--- config.mk ---
export PLATFORM = sky130hd
export DESIGN_NAME = vga_ctrl_gen
export DESIGN_NICKNAME = d
export VERILOG_FILES = /design/src/rtl/vga_pkg.sv /design/src/rtl/vga_timing.sv /design/src/rtl/vga_ctrl_gen.sv
export SDC_FILE = /design/constraint.sdc
export NUM_CORES = 1
export LEC_CHECK = 0
export CORE_MARGIN = 2
export CORE_UTILIZATION = 40
export DETAILED_ROUTE_END_ITERATION = 10
export DONT_BUFFER_PORTS = 1
export PLACE_DENSITY_LB_ADDON = 0.1
export REMOVE_ABC_BUFFERS = 1
export SLEW_MARGIN = 20
export SYNTH_ARGS = -nofsm -noshare
export SYNTH_HDL_FRONTEND = slang
export SYNTH_SLANG_ARGS = --single-unit
--- constraint.sdc ---
create_clock -name clock -period 6.6 [get_ports clock]
set_clock_uncertainty 0.2 [all_clocks]
set_input_delay 1.65 -clock clock [delete_from_list [all_inputs] [get_ports clock]]
set_output_delay 1.65 -clock clock [all_outputs]
set_load 0.02 [all_outputs]
--- src/rtl/vga_pkg.sv ---
// Shared definitions for the VGA timing controller: colour-source modes,
// 640x480@60 reference timing and the colour-bar lookup.
package vga_pkg;

  typedef enum logic [1:0] {
    MODE_MEM   = 2'b00,
    MODE_SOLID = 2'b01,
    MODE_BARS  = 2'b10,
    MODE_CHECK = 2'b11
  } vga_mode_e;

  localparam int VGA_H_ACTIVE = 640;
  localparam int VGA_H_FP     = 16;
  localparam int VGA_H_SYNC   = 96;
  localparam int VGA_H_BP     = 48;
  localparam int VGA_V_ACTIVE = 480;
  localparam int VGA_V_FP     = 10;
  localparam int VGA_V_SYNC   = 2;
  localparam int VGA_V_BP     = 33;

  // {R,G,B} on/off for bar index 0..7:
  // white, yellow, cyan, green, magenta, red, blue, black
  function automatic logic [2:0] bar_rgb(input logic [2:0] idx);
    return {~idx[1], ~idx[2], ~idx[0]};
  endfunction

endpackage

--- src/rtl/vga_timing.sv ---
// Pixel-enable divider plus horizontal/vertical raster counters. Produces the
// raw active/sync conditions for the current counter position and a
// registered frame_start pulse for the request stage.
module vga_timing
  import vga_pkg::*;
#(
  parameter int H_ACTIVE = VGA_H_ACTIVE,
  parameter int H_FP     = VGA_H_FP,
  parameter int H_SYNC   = VGA_H_SYNC,
  parameter int H_BP     = VGA_H_BP,
  parameter int V_ACTIVE = VGA_V_ACTIVE,
  parameter int V_FP     = VGA_V_FP,
  parameter int V_SYNC   = VGA_V_SYNC,
  parameter int V_BP     = VGA_V_BP,
  parameter int CLK_DIV  = 1,
  localparam int H_TOTAL = H_ACTIVE + H_FP + H_SYNC + H_BP,
  localparam int V_TOTAL = V_ACTIVE + V_FP + V_SYNC + V_BP,
  localparam int HW      = $clog2(H_TOTAL),
  localparam int VW      = $clog2(V_TOTAL)
) (
  input  logic          clock,
  input  logic          reset,
  output logic          pix_en,
  output logic [HW-1:0] h_cnt,
  output logic [VW-1:0] v_cnt,
  output logic          active,
  output logic          hs_on,
  output logic          vs_on,
  output logic          frame_first,
  output logic          frame_start
);

  localparam int DW = (CLK_DIV > 1) ? $clog2(CLK_DIV) : 1;

  logic [DW-1:0] div_cnt;
  logic          h_last;
  logic          v_last;

  assign pix_en = (div_cnt == DW'(CLK_DIV - 1));
  assign h_last = (h_cnt == HW'(H_TOTAL - 1));
  assign v_last = (v_cnt == VW'(V_TOTAL - 1));

  // Compares are done at 32 bits so sync windows ending at the total never overflow.
  assign active      = (32'(h_cnt) < H_ACTIVE) && (32'(v_cnt) < V_ACTIVE);
  assign hs_on       = (32'(h_cnt) >= H_ACTIVE + H_FP) && (32'(h_cnt) < H_ACTIVE + H_FP + H_SYNC);
  assign vs_on       = (32'(v_cnt) >= V_ACTIVE + V_FP) && (32'(v_cnt) < V_ACTIVE + V_FP + V_SYNC);
  assign frame_first = pix_en && (h_cnt == '0) && (v_cnt == '0);

  // Clock divider: pix_en on the last count of each CLK_DIV period.
  always_ff @(posedge clock or posedge reset) begin
    if (reset)       div_cnt <= '0;
    else if (pix_en) div_cnt <= '0;
    else             div_cnt <= div_cnt + DW'(1);
  end

  // Raster counters advance one pixel per pix_en; v steps on the h wrap.
  always_ff @(posedge clock or posedge reset) begin
    if (reset) begin
      h_cnt <= '0;
      v_cnt <= '0;
    end else if (pix_en) begin
      if (h_last) begin
        h_cnt <= '0;
        v_cnt <= v_last ? '0 : v_cnt + VW'(1);
      end else begin
        h_cnt <= h_cnt + HW'(1);
      end
    end
  end

  // frame_start marks the request-stage tick of pixel (0,0).
  always_ff @(posedge clock or posedge reset) begin
    if (reset) frame_start <= 1'b0;
    else       frame_start <= frame_first;
  end

endmodule

--- src/rtl/vga_ctrl_gen.sv ---
// Parametrised VGA controller: issues pixel requests to vmem, builds the
// test-pattern colour, and delays control/pattern by DATA_LAT ticks so that
// every colour source reaches the pins with the same latency as vmem data.
module vga_ctrl_gen
  import vga_pkg::*;
#(
  parameter int H_ACTIVE  = VGA_H_ACTIVE,
  parameter int H_FP      = VGA_H_FP,
  parameter int H_SYNC    = VGA_H_SYNC,
  parameter int H_BP      = VGA_H_BP,
  parameter int V_ACTIVE  = VGA_V_ACTIVE,
  parameter int V_FP      = VGA_V_FP,
  parameter int V_SYNC    = VGA_V_SYNC,
  parameter int V_BP      = VGA_V_BP,
  parameter bit HSYNC_POL = 1'b0,
  parameter bit VSYNC_POL = 1'b0,
  parameter int CLK_DIV   = 1,
  parameter int DATA_LAT  = 1,
  parameter int COLOR_W   = 8,
  localparam int HAW      = $clog2(H_ACTIVE),
  localparam int VAW      = $clog2(V_ACTIVE),
  localparam int RGB_W    = 3 * COLOR_W
) (
  input  logic               clock,
  input  logic               reset,
  input  logic [1:0]         mode,
  input  logic [RGB_W-1:0]   solid_rgb,
  input  logic [RGB_W-1:0]   vga_data,
  output logic [HAW-1:0]     h_addr,
  output logic [VAW-1:0]     v_addr,
  output logic               pix_req,
  output logic               frame_start,
  output logic               hsync,
  output logic               vsync,
  output logic               valid,
  output logic [COLOR_W-1:0] vga_r,
  output logic [COLOR_W-1:0] vga_g,
  output logic [COLOR_W-1:0] vga_b
);

  localparam int H_TOTAL = H_ACTIVE + H_FP + H_SYNC + H_BP;
  localparam int V_TOTAL = V_ACTIVE + V_FP + V_SYNC + V_BP;
  localparam int HW      = $clog2(H_TOTAL);
  localparam int VW      = $clog2(V_TOTAL);
  localparam int BAR_W   = H_ACTIVE / 8;
  localparam int BCW     = (BAR_W > 1) ? $clog2(BAR_W) : 1;
  // Delay-line word: {active, hsync_on, vsync_on, use_mem, pattern_rgb}
  localparam int DLW     = 4 + RGB_W;

  logic            pix_en;
  logic [HW-1:0]   h_cnt;
  logic [VW-1:0]   v_cnt;
  logic            active;
  logic            hs_on;
  logic            vs_on;
  logic            frame_first;

  vga_timing #(
    .H_ACTIVE (H_ACTIVE), .H_FP (H_FP), .H_SYNC (H_SYNC), .H_BP (H_BP),
    .V_ACTIVE (V_ACTIVE), .V_FP (V_FP), .V_SYNC (V_SYNC), .V_BP (V_BP),
    .CLK_DIV  (CLK_DIV)
  ) u_timing (
    .clock       (clock),
    .reset       (reset),
    .pix_en      (pix_en),
    .h_cnt       (h_cnt),
    .v_cnt       (v_cnt),
    .active      (active),
    .hs_on       (hs_on),
    .vs_on       (vs_on),
    .frame_first (frame_first),
    .frame_start (frame_start)
  );

  vga_mode_e        mode_q;
  vga_mode_e        mode_cur;
  logic [BCW-1:0]   bar_col;
  logic [2:0]       bar_idx;
  logic [2:0]       bar_on;
  logic             h_in;
  logic             chk_on;
  logic             pat_mem;
  logic [RGB_W-1:0] pat_rgb;
  logic [DLW-1:0]   dl [0:DATA_LAT];
  logic [DLW-1:0]   tail;
  logic [RGB_W-1:0] rgb_q;

  // Pixel (0,0) already uses the newly sampled mode.
  assign mode_cur = frame_first ? vga_mode_e'(mode) : mode_q;
  assign h_in     = (32'(h_cnt) < H_ACTIVE);
  assign bar_on   = bar_rgb(bar_idx);
  assign chk_on   = |((32'(h_cnt) ^ 32'(v_cnt)) & 32'h20);
  assign tail     = dl[DATA_LAT];
  assign vga_r    = rgb_q[3*COLOR_W-1:2*COLOR_W];
  assign vga_g    = rgb_q[2*COLOR_W-1:COLOR_W];
  assign vga_b    = rgb_q[COLOR_W-1:0];

  // Colour source is latched once per frame.
  always_ff @(posedge clock or posedge reset) begin
    if (reset)            mode_q <= MODE_MEM;
    else if (frame_first) mode_q <= vga_mode_e'(mode);
  end

  // Bar position tracks the column without a divider: count within a bar, step the index on overflow.
  always_ff @(posedge clock or posedge reset) begin
    if (reset) begin
      bar_col <= '0;
      bar_idx <= '0;
    end else if (pix_en) begin
      if (!h_in) begin
        bar_col <= '0;
        bar_idx <= '0;
      end else if (bar_col == BCW'(BAR_W - 1)) begin
        bar_col <= '0;
        bar_idx <= bar_idx + 3'd1;
      end else begin
        bar_col <= bar_col + BCW'(1);
      end
    end
  end

  // Pattern colour for the pixel being requested this tick.
  always_comb begin
    pat_mem = 1'b0;
    pat_rgb = '0;
    case (mode_cur)
      MODE_MEM:   pat_mem = 1'b1;
      MODE_SOLID: pat_rgb = solid_rgb;
      MODE_BARS:  pat_rgb = {{COLOR_W{bar_on[2]}}, {COLOR_W{bar_on[1]}}, {COLOR_W{bar_on[0]}}};
      MODE_CHECK: pat_rgb = chk_on ? {RGB_W{1'b1}} : '0;
      default:    pat_rgb = '0;
    endcase
  end

  // pix_req is a one-clock strobe per active tick.
  always_ff @(posedge clock or posedge reset) begin
    if (reset) pix_req <= 1'b0;
    else       pix_req <= active & pix_en;
  end

  // Request stage (dl[0]) plus DATA_LAT shift stages, matching vmem latency.
  always_ff @(posedge clock or posedge reset) begin
    if (reset) begin
      h_addr <= '0;
      v_addr <= '0;
      for (int i = 0; i <= DATA_LAT; i++) dl[i] <= '0;
    end else if (pix_en) begin
      h_addr <= active ? h_cnt[HAW-1:0] : '0;
      v_addr <= active ? v_cnt[VAW-1:0] : '0;
      dl[0]  <= {active, hs_on, vs_on, pat_mem, pat_rgb};
      for (int i = 1; i <= DATA_LAT; i++) dl[i] <= dl[i-1];
    end
  end

  // Output stage: registers pins on pix_en, picks vmem data in mem mode, blanks colour.
  always_ff @(posedge clock or posedge reset) begin
    if (reset) begin
      valid <= 1'b0;
      hsync <= ~HSYNC_POL;
      vsync <= ~VSYNC_POL;
      rgb_q <= '0;
    end else if (pix_en) begin
      valid <= tail[DLW-1];
      hsync <= tail[DLW-2] ? HSYNC_POL : ~HSYNC_POL;
      vsync <= tail[DLW-3] ? VSYNC_POL : ~VSYNC_POL;
      if (!tail[DLW-1])      rgb_q <= '0;
      else if (tail[DLW-4])  rgb_q <= vga_data;
      else                   rgb_q <= tail[RGB_W-1:0];
    end
  end

endmodule

==> metrics.md, run 1 <==
| Metric | Value |
|---|---|
| Worst hold path class | `reg2reg` |
| Die Y | `121 µm` |
| Switching share of power | `23.6%` |
| Peak VDD IR | `0.000185 V` |
| Post-synth ARST share | `100%` |
| Combinational Power Share | `3.9%` |
| Fin crit period | `2.85 ns` |
| Maxcap violations | `0` |
| Register area | `0.00338 mm²` |
| Multi-input logic area | `0.00181 mm²` |
| Max-slew violation count | `0` |
| Setup Fix Bufs, Post-CTS | `0` |
| Vias in the first global route | `3041` |
| Post-route ant nets | `0` |
| PnR worst setup slack | `3.75 ns` |
| Number of diodes | `0` |
| Final HPWL DP | `6840 µm` |
| Status | `finished clean` |
| Post-Syn Area | `0.00546 mm²` |
| Remaining DRCs | `0` |
| Cell Rows | `42` |
| WP data required | `4.75 ns` |
| Post-place setup slack | `3.35 ns` |
| Commonest non-fill, non-tap cell in the layout | `dfrtp_1` |
| Cell internal pwr | `1.41 mW` |
| Period utilisation layout | `43.3%` |
| Synthesized area per cell | `13.2 µm²` |
| NumNets Final | `477` |
| DR iter-0 viols | `147` |
| Crit Path Class | `reg2out` |
| # resized after CTS | `0` |
| Crit-path max FO | `1` |
| Psw | `0.436 mW` |
| Largest net degree at the start of global routing | `79` |
| Num CTS Buffers | `17` |
| GRT Overall Usage | `15.4%` |
| Final Hold Fails | `0` |
| RSZ-0062 raised after global routing | `no` |
| Die area | `0.0146 mm²` |
| Setup_tns | `0 ns` |
| RD Place Congestion | `0.780` |
| P&R area growth vs syn | `12.8%` |
| Avg WL per Cell | `16.8 µm` |
| Clock Latency Late Sink | `0.42 ns` |
| Clock power share | `47.5%` |
| I/O pins | `100` |
| Register share of total power | `48.6%` |
| Yosys warning count | `0` |
| Vias per Instance | `4.91` |
| # setup viols final | `0` |
| H-Tree Level Count | `4` |
| Worst setup EP type | `output pin` |
| CTS tree | `built` |
| Peak Freq | `350 MHz` |
| Die width | `121 µm` |
| Via count | `2988` |
| Pwr dens | `300 mW/mm²` |
| Initial Utilization | `41.0%` |
| Post-synth EDFFs | `0` |
| Synth cell types | `51` |
| Clock Tree Root | `clkbuf_16` |
| Placed cell area | `0.00559 mm²` |
| Pre-antenna DRT Iters | `4` |
| Worst Tran Pin Value | `0.942 ns` |
| Mapped Cells | `414` |
| Startpoint types | `flop` |
| DRT Wirelength | `10200 µm` |
| Gr ovfl total | `0` |
| P_leak | `2.74 nW` |
| Sequential area share after synthesis | `62.0%` |
| Max clock buf depth | `2` |
| Clock sink count | `135` |
| Hold Buf Count CTS | `0` |
| Slew HR | `37.2%` |
| First-pass GRT wire length | `16800 µm` |
| # port buffers | `0` |
| Area of the core | `0.0133 mm²` |
| Design Area, Final | `0.00616 mm²` |
| Fraction of layout cells with a size suffix above 1 | `17.6%` |
| Crit path DAT | `1.00 ns` |
| Most frequent cells in the layout | `dfrtp_1 (133), inv_1 (34), nor2b_1 (28)` |
| Post-synth top flop | `dfrtp_1` |
| CTS clk-pin slew, worst paths | `0.06 ns` |
| FF+latch count, synth | `135` |
| Initial antenna violation count | `0` |
| Fill cell count | `1195` |
flip-flops by register name, summed over array words and instances, names as in the netlist:
signal / count
dl: 28
tail: 28
rgb_q: 24
h_addr: 10
u_timing.h_cnt: 10
u_timing.v_cnt: 10
v_addr: 9
bar_col: 7
bar_idx: 3
mode_q: 2
hsync: 1
u_timing.frame_start: 1
valid: 1
vsync: 1
layer usage:
| layer | wire, µm | share of wire, % | vias to the layer above | track usage [%] |
|---|---|---|---|---|
| met4 | 200 | 2.0 | 0 | 6.98 |
| met5 | 0 | 0 | - | 0 |
| met1 | 4440 | 43 | 1482 | 19.6 |
| met2 | 4970 | 49 | 86 | 23.6 |
| li1 | - | - | 1407 | - |
| met3 | 616 | 6.0 | 13 | 5.42 |
layout make-up:
cell class / count / area share [%]
Clock buffer: 18 / 6.97
Clock inverter: 14 / 2.05
Inverter: 35 / 2.22
Multi-Input combinational cell: 224 / 29.4
Sequential cell: 135 / 54.9
Tap cell: 176 / 3.58
Timing Repair Buffer: 6 / 0.854
worst paths after layout:
kind | from | end | slack, ns | cells after the start
worst max-delay path | hsync | hsync | 3.75 | 0
worst min-delay path | dl[30] | tail[2] | 0.15 | 0
worst max register to register | u_timing.h_cnt[0] | dl[41] | 3.90 | 8
worst min register to register | dl[30] | tail[2] | 0.15 | 0
max in group asynchronous | reset | tail[24] | 3.90 | 2
min in group asynchronous | reset | rgb_q[4] | 0.95 | 1
kinds of logic (layout without fill, tap and decap cells):
group | count (synthesis) | after routing | share of synthesized area, %
AND/OR/NAND/NOR | 125 | 125 | 14.4
XOR/XNOR | 18 | 18 | 2.89
AO/OA/AOI/OAI | 49 | 49 | 9.52
multiplexers | 26 | 26 | 4.84
adder cells (fa/ha/maj) | 6 | 6 | 1.38
buffers and inverters | 55 | 73 | 5.00
flip-flops | 135 | 135 | 62.0
metrics by stage:
| stage | total power, mW | hold slack (ns) | std cells | utilization [%] |
|---|---|---|---|---|
| floorplan | 0.968 | 0.131 | 394 | - |
| global placement | 0.984 | 0.132 | 575 | 42.0 |
| detailed placement | 0.988 | 0.135 | 575 | 42.0 |
| CTS | 1.87 | 0.147 | 607 | 46.2 |
| global route | 1.93 | 0.152 | 608 | 46.3 |
| finish | 1.85 | 0.146 | 608 | 46.3 |
synth_stat cells, drive strengths merged, types with 3 or more instances:
cell type,instances,area share [%]
o21ai,7,0.64
nor2,23,1.6
ha,6,1.4
nor4,8,1.4
a211oi,3,0.41
inv,35,2.4
nor2b,28,3.2
nor3,4,0.46
clkbuf,8,0.57
mux2i,26,4.8
o32ai,3,1.5
and3,6,0.80
o21a,3,0.41
a21oi,4,0.37
and2,21,2.4
dfrtp,133,61
xnor2,9,1.4
buf,12,2.0
xor2,9,1.4
o31ai,25,5.3
nand2,9,0.62
nand4,5,0.57
or4b,3,0.55
nand3,9,0.83
power by group through the flow:
stage	logic, mW	clock network (mW)	registers (mW)
after global placement	0.0715	0	0.913
after floorplan	0.0562	0	0.912
after CTS	0.0745	0.900	0.899
after global routing	0.0839	0.941	0.902
final	0.0725	0.878	0.898
after detailed placement	0.0745	0	0.914
Note: power is estimated with default switching activity, not from simulation.
==> inputs of run 2 (changes only) <==
- clock period: 6.6 -> 2.5 ns (I/O delays scaled with it)
==> metrics.md, run 2 (synthesized netlist as in run 1, its figures left out) <==
| Metric | Value |
|---|---|
| Vias in the first global route | `3273 (was 3041)` |
| NumNets Final | `507 (was 477)` |
| DR iter-0 viols | `168 (was 147)` |
| Clock Latency Late Sink | `0.42 ns (about the same)` |
| Pwr dens | `810 mW/mm² (was 300 mW/mm²)` |
| Die width | `121 µm (unchanged)` |
| Via count | `3161 (was 2988)` |
| Cell count of the worst hold path | `2 (was 0)` |
| R2r endpoint | `dl[36] (was dl[41])` |
| Gr ovfl total | `0 (unchanged)` |
| Worst setup EP type | `flop (was output pin)` |
| Hold path start | `solid_rgb[4] (was dl[30])` |
| CTS clk-pin slew, worst paths | `0.06 ns (about the same)` |
| Crit-path max FO | `6 (was 1)` |
| Fin crit period | `2.41 ns` |
| P&R area growth vs syn | `21.4% (was 12.8%)` |
| Clock sink count | `135 (unchanged)` |
| Peak VDD IR | `0.000363 V (was 0.000185 V)` |
| Worst path max stage delay | `0.46 ns` |
| RD Place Congestion | `0.799 (was 0.780)` |
| # setup viols final | `0 (unchanged)` |
| P_leak | `3.00 nW (was 2.74 nW)` |
| Post-place setup slack | `0.0481 ns (was 3.35 ns)` |
| Largest net degree at the start of global routing | `41 (was 79)` |
| Setup_tns | `0 ns (unchanged)` |
| Hold Path Sink | `dl[32] (was tail[2])` |
| Crit path max-delay cell type | `or4b_1` |
| H-Tree Level Count | `4 (unchanged)` |
| PnR worst setup slack | `0.0851 ns (was 3.75 ns)` |
| Die area | `0.0146 mm² (unchanged)` |
| Post-route ant nets | `0 (unchanged)` |
| Num CTS Buffers | `17 (unchanged)` |
| First-pass GRT wire length | `17200 µm (was 16800 µm)` |
| Max clock buf depth | `2 (unchanged)` |
| Area of the core | `0.0133 mm² (unchanged)` |
| Worst Tran Pin Value | `0.634 ns (was 0.942 ns)` |
| Most frequent cells in the layout | `dfrtp_1 (133), inv_1 (34), nor2b_1 (28) (unchanged)` |
| Critical-path cell list | `inv_1, ha_1, or4b_1, nor3_2, and3_4, mux2i_4, buf_12, buf_6, o31ai_2` |
| I/O pins | `100 (unchanged)` |
| Crit path DAT | `2.52 ns (was 1.00 ns)` |
| Avg WL per Cell | `16.6 µm (was 16.8 µm)` |
| R2R cell count | `9 (was 8)` |
| Crit Path Class | `reg2reg (was reg2out)` |
| DRT Wirelength | `10600 µm (was 10200 µm)` |
| WP data required | `2.60 ns (was 4.75 ns)` |
| Initial antenna violation count | `1 (was 0)` |
| Die Y | `121 µm (unchanged)` |
| Placed cells | `595 (was 575)` |
| CTS tree | `built (unchanged)` |
| Worst hold path class | `in2reg (was reg2reg)` |
| Status | `finished clean (unchanged)` |
| Reg-to-Reg Start | `u_timing.h_cnt[0] (unchanged)` |
| Vias per Instance | `4.95 (was 4.91)` |
| Period utilisation layout | `96.6%` |
| Critical Path Start | `u_timing.h_cnt[0] (was hsync)` |
| Peak Freq | `414 MHz` |
| Fraction of layout cells with a size suffix above 1 | `23.6% (was 17.6%)` |
| Startpoint types | `flop (unchanged)` |
| Reg2Reg Setup Slack | `0.09 ns (was 3.90 ns)` |
| Final Hold Fails | `0 (unchanged)` |
| Cell Rows | `42 (unchanged)` |
| GRT Overall Usage | `15.8% (was 15.4%)` |
| Maxcap violations | `0 (unchanged)` |
| Finished Layout Cells | `639 (was 608)` |
| Remaining DRCs | `0 (unchanged)` |
| Initial Utilization | `41.0% (unchanged)` |
| Clock Tree Root | `clkbuf_16 (unchanged)` |
| Commonest non-fill, non-tap cell in the layout | `dfrtp_1 (unchanged)` |
| Final HPWL DP | `7270 µm (was 6840 µm)` |
| Slew HR | `57.7% (was 37.2%)` |
| Pre-antenna DRT Iters | `4 (unchanged)` |
| # port buffers | `0 (unchanged)` |
| Max-slew violation count | `0 (unchanged)` |
==> run 2: cell type report <==
class                           instances  area, µm²
Clock inverter                         14        220
Timing Repair Buffer                   36        399
Tap cell                              176        220
Clock buffer                           18        439
Fill cell                            1174       6670
Antenna cell                            1       2.50
Inverter                               35        136
Sequential cell                       135       3380
Multi-Input combinational cell        224       1820
==> run 2: critical path, delay by kind of cell (launching register included) <==
family          cells  cell delay (ns)
simple gates        3             0.81
fa+ha+maj           1             0.20
compound gates      1             0.07
mux                 1             0.24
flops               1             0.41
buf+inv             3             0.36
==> run 2: layer usage <==
metal | wire, µm | share of wire [%] | track usage, % | vias up
met1 | 4440 | 42 | 18.8 | 1592
met2 | 5220 | 49 | 24.6 | 89
met4 | 250 | 2.4 | 7.85 | 0
li1 | - | - | - | 1458
met5 | 0 | 0 | 0 | -
met3 | 712 | 6.7 | 6.79 | 22
==> run 2: worst max path at each step <==
stage | slack (ns) | end
after floorplan | -1.93 | bar_col[0]
after global placement | 0.12 | dl[42]
after detailed placement | 0.05 | dl[42]
after CTS | 0.01 | dl[31]
after global routing | -0.009 | dl[36]
final | 0.09 | dl[36]
==> run 2: stage by stage <==
step,hold slack [ns],util [%],power [mW],cell area [µm²]
after floorplan,0.131,-,2.56,5310
after global placement,0.131,43.4,2.61,5770
after detailed placement,0.135,43.4,2.62,5770
after CTS,0.120,48.5,5.41,6440
after global routing,0.116,49.8,5.58,6620
final,0.140,49.8,5.36,6620
==> run 2: repair_timing <==
item	CTS	global route
buffers inserted	0	7
endpoints found under the hold margin	30	0
endpoints found under the setup margin	0	25
hold buffers	1	0
resized for setup	0	3
==> run 2: report_power, final <==
| group | switching, mW | internal, mW |
|---|---|---|
| clock network | 0.955 | 1.80 |
| logic | 0.133 | 0.102 |
| registers | 0.0812 | 2.29 |
==> inputs of run 3 (changes only) <==
- CORE_MARGIN: 2 -> not set
==> metrics.md, run 3 (synthesized netlist as in run 1, its figures left out) <==
| Metric | Value |
|---|---|
| Status | `finished clean (unchanged)` |
| Combinational Power Share | `4.5% (was 4.4%)` |
| NumNets Final | `501 (was 507)` |
| Avg WL per Cell | `16.7 µm (was 16.6 µm)` |
| Maxcap violations | `0 (unchanged)` |
| CTS clk-pin slew, worst paths | `0.06 ns (about the same)` |
| Psw | `1.10 mW (was 1.17 mW)` |
| RD Place Congestion | `0.754 (was 0.799)` |
| Clock Tree Root | `clkbuf_16 (unchanged)` |
| Period utilisation layout | `98.8% (was 96.6%)` |
| Via count | `3109 (was 3161)` |
| P&R area growth vs syn | `19.9% (was 21.4%)` |
| Grt met3 use | `7.58% (was 6.79%)` |
| Critical-path cell list | `inv_2, ha_4, or4b_4, nor3_4, and3_4, mux2i_4, clkbuf_16, nor2b_1 (was inv_1, ha_1, or4b_1, nor3_2, and3_4, mux2i_4, buf_12, buf_6, o31ai_2)` |
| Crit path DAT | `2.61 ns (was 2.52 ns)` |
| Die Y | `119 µm (was 121 µm)` |
| R2R cell count | `8 (was 9)` |
| Final HPWL DP | `6800 µm (was 7270 µm)` |
| Post-route ant nets | `0 (unchanged)` |
| Startpoint types | `flop (unchanged)` |
| M1 GR Usage | `20.1% (was 18.8%)` |
| CTS tree | `built (unchanged)` |
| Vias per Instance | `4.92 (was 4.95)` |
| Worst hold path class | `reg2reg (was in2reg)` |
| Slew HR | `57.8% (was 57.7%)` |
| Clock Latency Late Sink | `0.42 ns (about the same)` |
| Pre-antenna DRT Iters | `4 (unchanged)` |
| Reg-to-Reg Start | `u_timing.h_cnt[1] (was u_timing.h_cnt[0])` |
| Fin crit period | `2.47 ns (was 2.41 ns)` |
| Setup_tns | `0 ns (unchanged)` |
| Worst Tran Pin Value | `0.634 ns (about the same)` |
| Remaining DRCs | `0 (unchanged)` |
| Die width | `119 µm (was 121 µm)` |
| Crit path max-delay family | `simple AND/OR/NAND/NOR gates (unchanged)` |
| Reg2Reg Setup Slack | `0.03 ns (was 0.09 ns)` |
| Die area | `0.0141 mm² (was 0.0146 mm²)` |
| Peak Freq | `405 MHz (was 414 MHz)` |
| RSZ-0062 raised after global routing | `yes` |
| P_leak | `2.94 nW (was 3.00 nW)` |
| Commonest non-fill, non-tap cell in the layout | `dfrtp_1 (unchanged)` |
| R2r endpoint | `dl[52] (was dl[36])` |
| Crit Path Class | `reg2reg (unchanged)` |
| GRT Overall Usage | `15.9% (was 15.8%)` |
| Max-slew violation count | `0 (unchanged)` |
| Layer carrying the most global-route usage | `met2 (unchanged)` |
| DR iter-0 viols | `172 (was 168)` |
| Area of the core | `0.0133 mm² (unchanged)` |
| # setup viols final | `0 (unchanged)` |
| I/O pins | `100 (unchanged)` |
| Worst path max stage delay | `0.47 ns (was 0.46 ns)` |
| Vias in the first global route | `3038 (was 3273)` |
| Largest net degree at the start of global routing | `53 (was 41)` |
| Final Hold Fails | `0 (unchanged)` |
| CP endpoint | `dl[52] (was dl[36])` |
| Initial antenna violation count | `1 (unchanged)` |
| Met2 Resource Use GR | `23.1% (was 24.6%)` |
| Finished Layout Cells | `632 (was 639)` |
| Cell Rows | `42 (unchanged)` |
| WP data required | `2.64 ns (was 2.60 ns)` |
| Cell internal pwr | `4.03 mW (was 4.19 mW)` |
| Crit-path max FO | `6 (unchanged)` |
| Pwr dens | `783 mW/mm² (was 810 mW/mm²)` |
| H-Tree Level Count | `4 (unchanged)` |
| Crit path max-delay cell type | `or4b_4 (was or4b_1)` |
| Critical Path Start | `u_timing.h_cnt[1] (was u_timing.h_cnt[0])` |
| DRT Wirelength | `10500 µm (was 10600 µm)` |
| Num CTS Buffers | `17 (unchanged)` |
| Clock sink count | `135 (unchanged)` |
| Max clock buf depth | `2 (unchanged)` |
| Peak VDD IR | `0.000397 V (was 0.000363 V)` |
| Fraction of layout cells with a size suffix above 1 | `22.4% (was 23.6%)` |
| Gr ovfl total | `0 (unchanged)` |
| Register share of total power | `46.3% (was 44.2%)` |
| Initial Utilization | `41.0% (unchanged)` |
| Crit. path cell count | `8 (was 9)` |
| Most frequent cells in the layout | `dfrtp_1 (132), inv_1 (32), nor2b_1 (28) (was dfrtp_1 (133), inv_1 (34), nor2b_1 (28))` |
| # port buffers | `0 (unchanged)` |
| CP Buf/Inv Count | `2 (was 3)` |
| Worst setup EP type | `flop (unchanged)` |
| Switching share of power | `21.4% (was 21.8%)` |
| Clock power share | `49.3% (was 51.5%)` |
| Fill cell count | `1172 (was 1174)` |
| Placed cells | `591 (was 595)` |
| Power, Total | `5.12 mW (was 5.36 mW)` |
| First-pass GRT wire length | `16700 µm (was 17200 µm)` |
run 3: timing repair:
action / in CTS / in global routing
hold buffers: 1 / 0
endpoints found under the hold margin: 49 / 0
setup endpoints to repair: 0 / 25
buffers inserted: 0 / 5
resized for setup: 0 / 9
run 3: worst min-delay path by stage:
| stage | from | cells after the start | slack (ns) | to |
|---|---|---|---|---|
| 2_1_floorplan | dl[28] | 0 | 0.13 | tail[0] |
| 3_3_place_gp | dl[41] | 0 | 0.13 | tail[13] |
| 3_5_place_dp | dl[45] | 0 | 0.13 | tail[17] |
| 4_1_cts | solid_rgb[14] | 2 | 0.13 | dl[42] |
| 5_1_grt | solid_rgb[4] | 2 | 0.13 | dl[32] |
| 6_report | dl[47] | 0 | 0.14 | tail[19] |
run 3: area by class of cell:
cell class	instances	area (µm²)	area share, %
Antenna cell	1	2.50	0.0382
Clock buffer	23	478	7.31
Clock inverter	8	121	1.86
Inverter	35	136	2.08
Multi-Input combinational cell	224	1850	28.2
Sequential cell	135	3380	51.7
Tap cell	176	220	3.37
Timing Repair Buffer	30	354	5.41
run 3: stage by stage:
step           area (µm²)  hold WS, ns  util (%)  worst slack (ns)
3_3_place_gp         5760        0.132      43.3            0.0768
4_1_cts              6360        0.127      47.9            0.0382
2_1_floorplan        5310        0.131         -             -1.93
3_5_place_dp         5760        0.135      43.3            0.0570
5_1_grt              6540        0.129      49.2           -0.0480
6_report             6540        0.138      49.2            0.0310
run 3: worst reg2reg max path, stage by stage, from the launching register on:
cell,delay [ns]
dfrtp_1,0.41
inv_2,0.09
ha_4,0.14
or4b_4,0.47
nor3_4,0.11
and3_4,0.22
mux2i_4,0.38
clkbuf_16,0.24
nor2b_1,0.13
run 3: power by group through the flow:
stage,Combinational (mW),Sequential (mW),Clock (mW)
floorplan,0.148,2.41,0
global placement,0.201,2.41,0
detailed placement,0.208,2.41,0
CTS,0.209,2.37,2.60
global route,0.256,2.38,2.70
finish,0.230,2.37,2.52
run 3: per-layer routing:
metal	routed length [µm]	up-vias
li1	-	1458
met2	4980	89
met3	761	16
met4	170	0
met5	0	-
met1	4640	1546
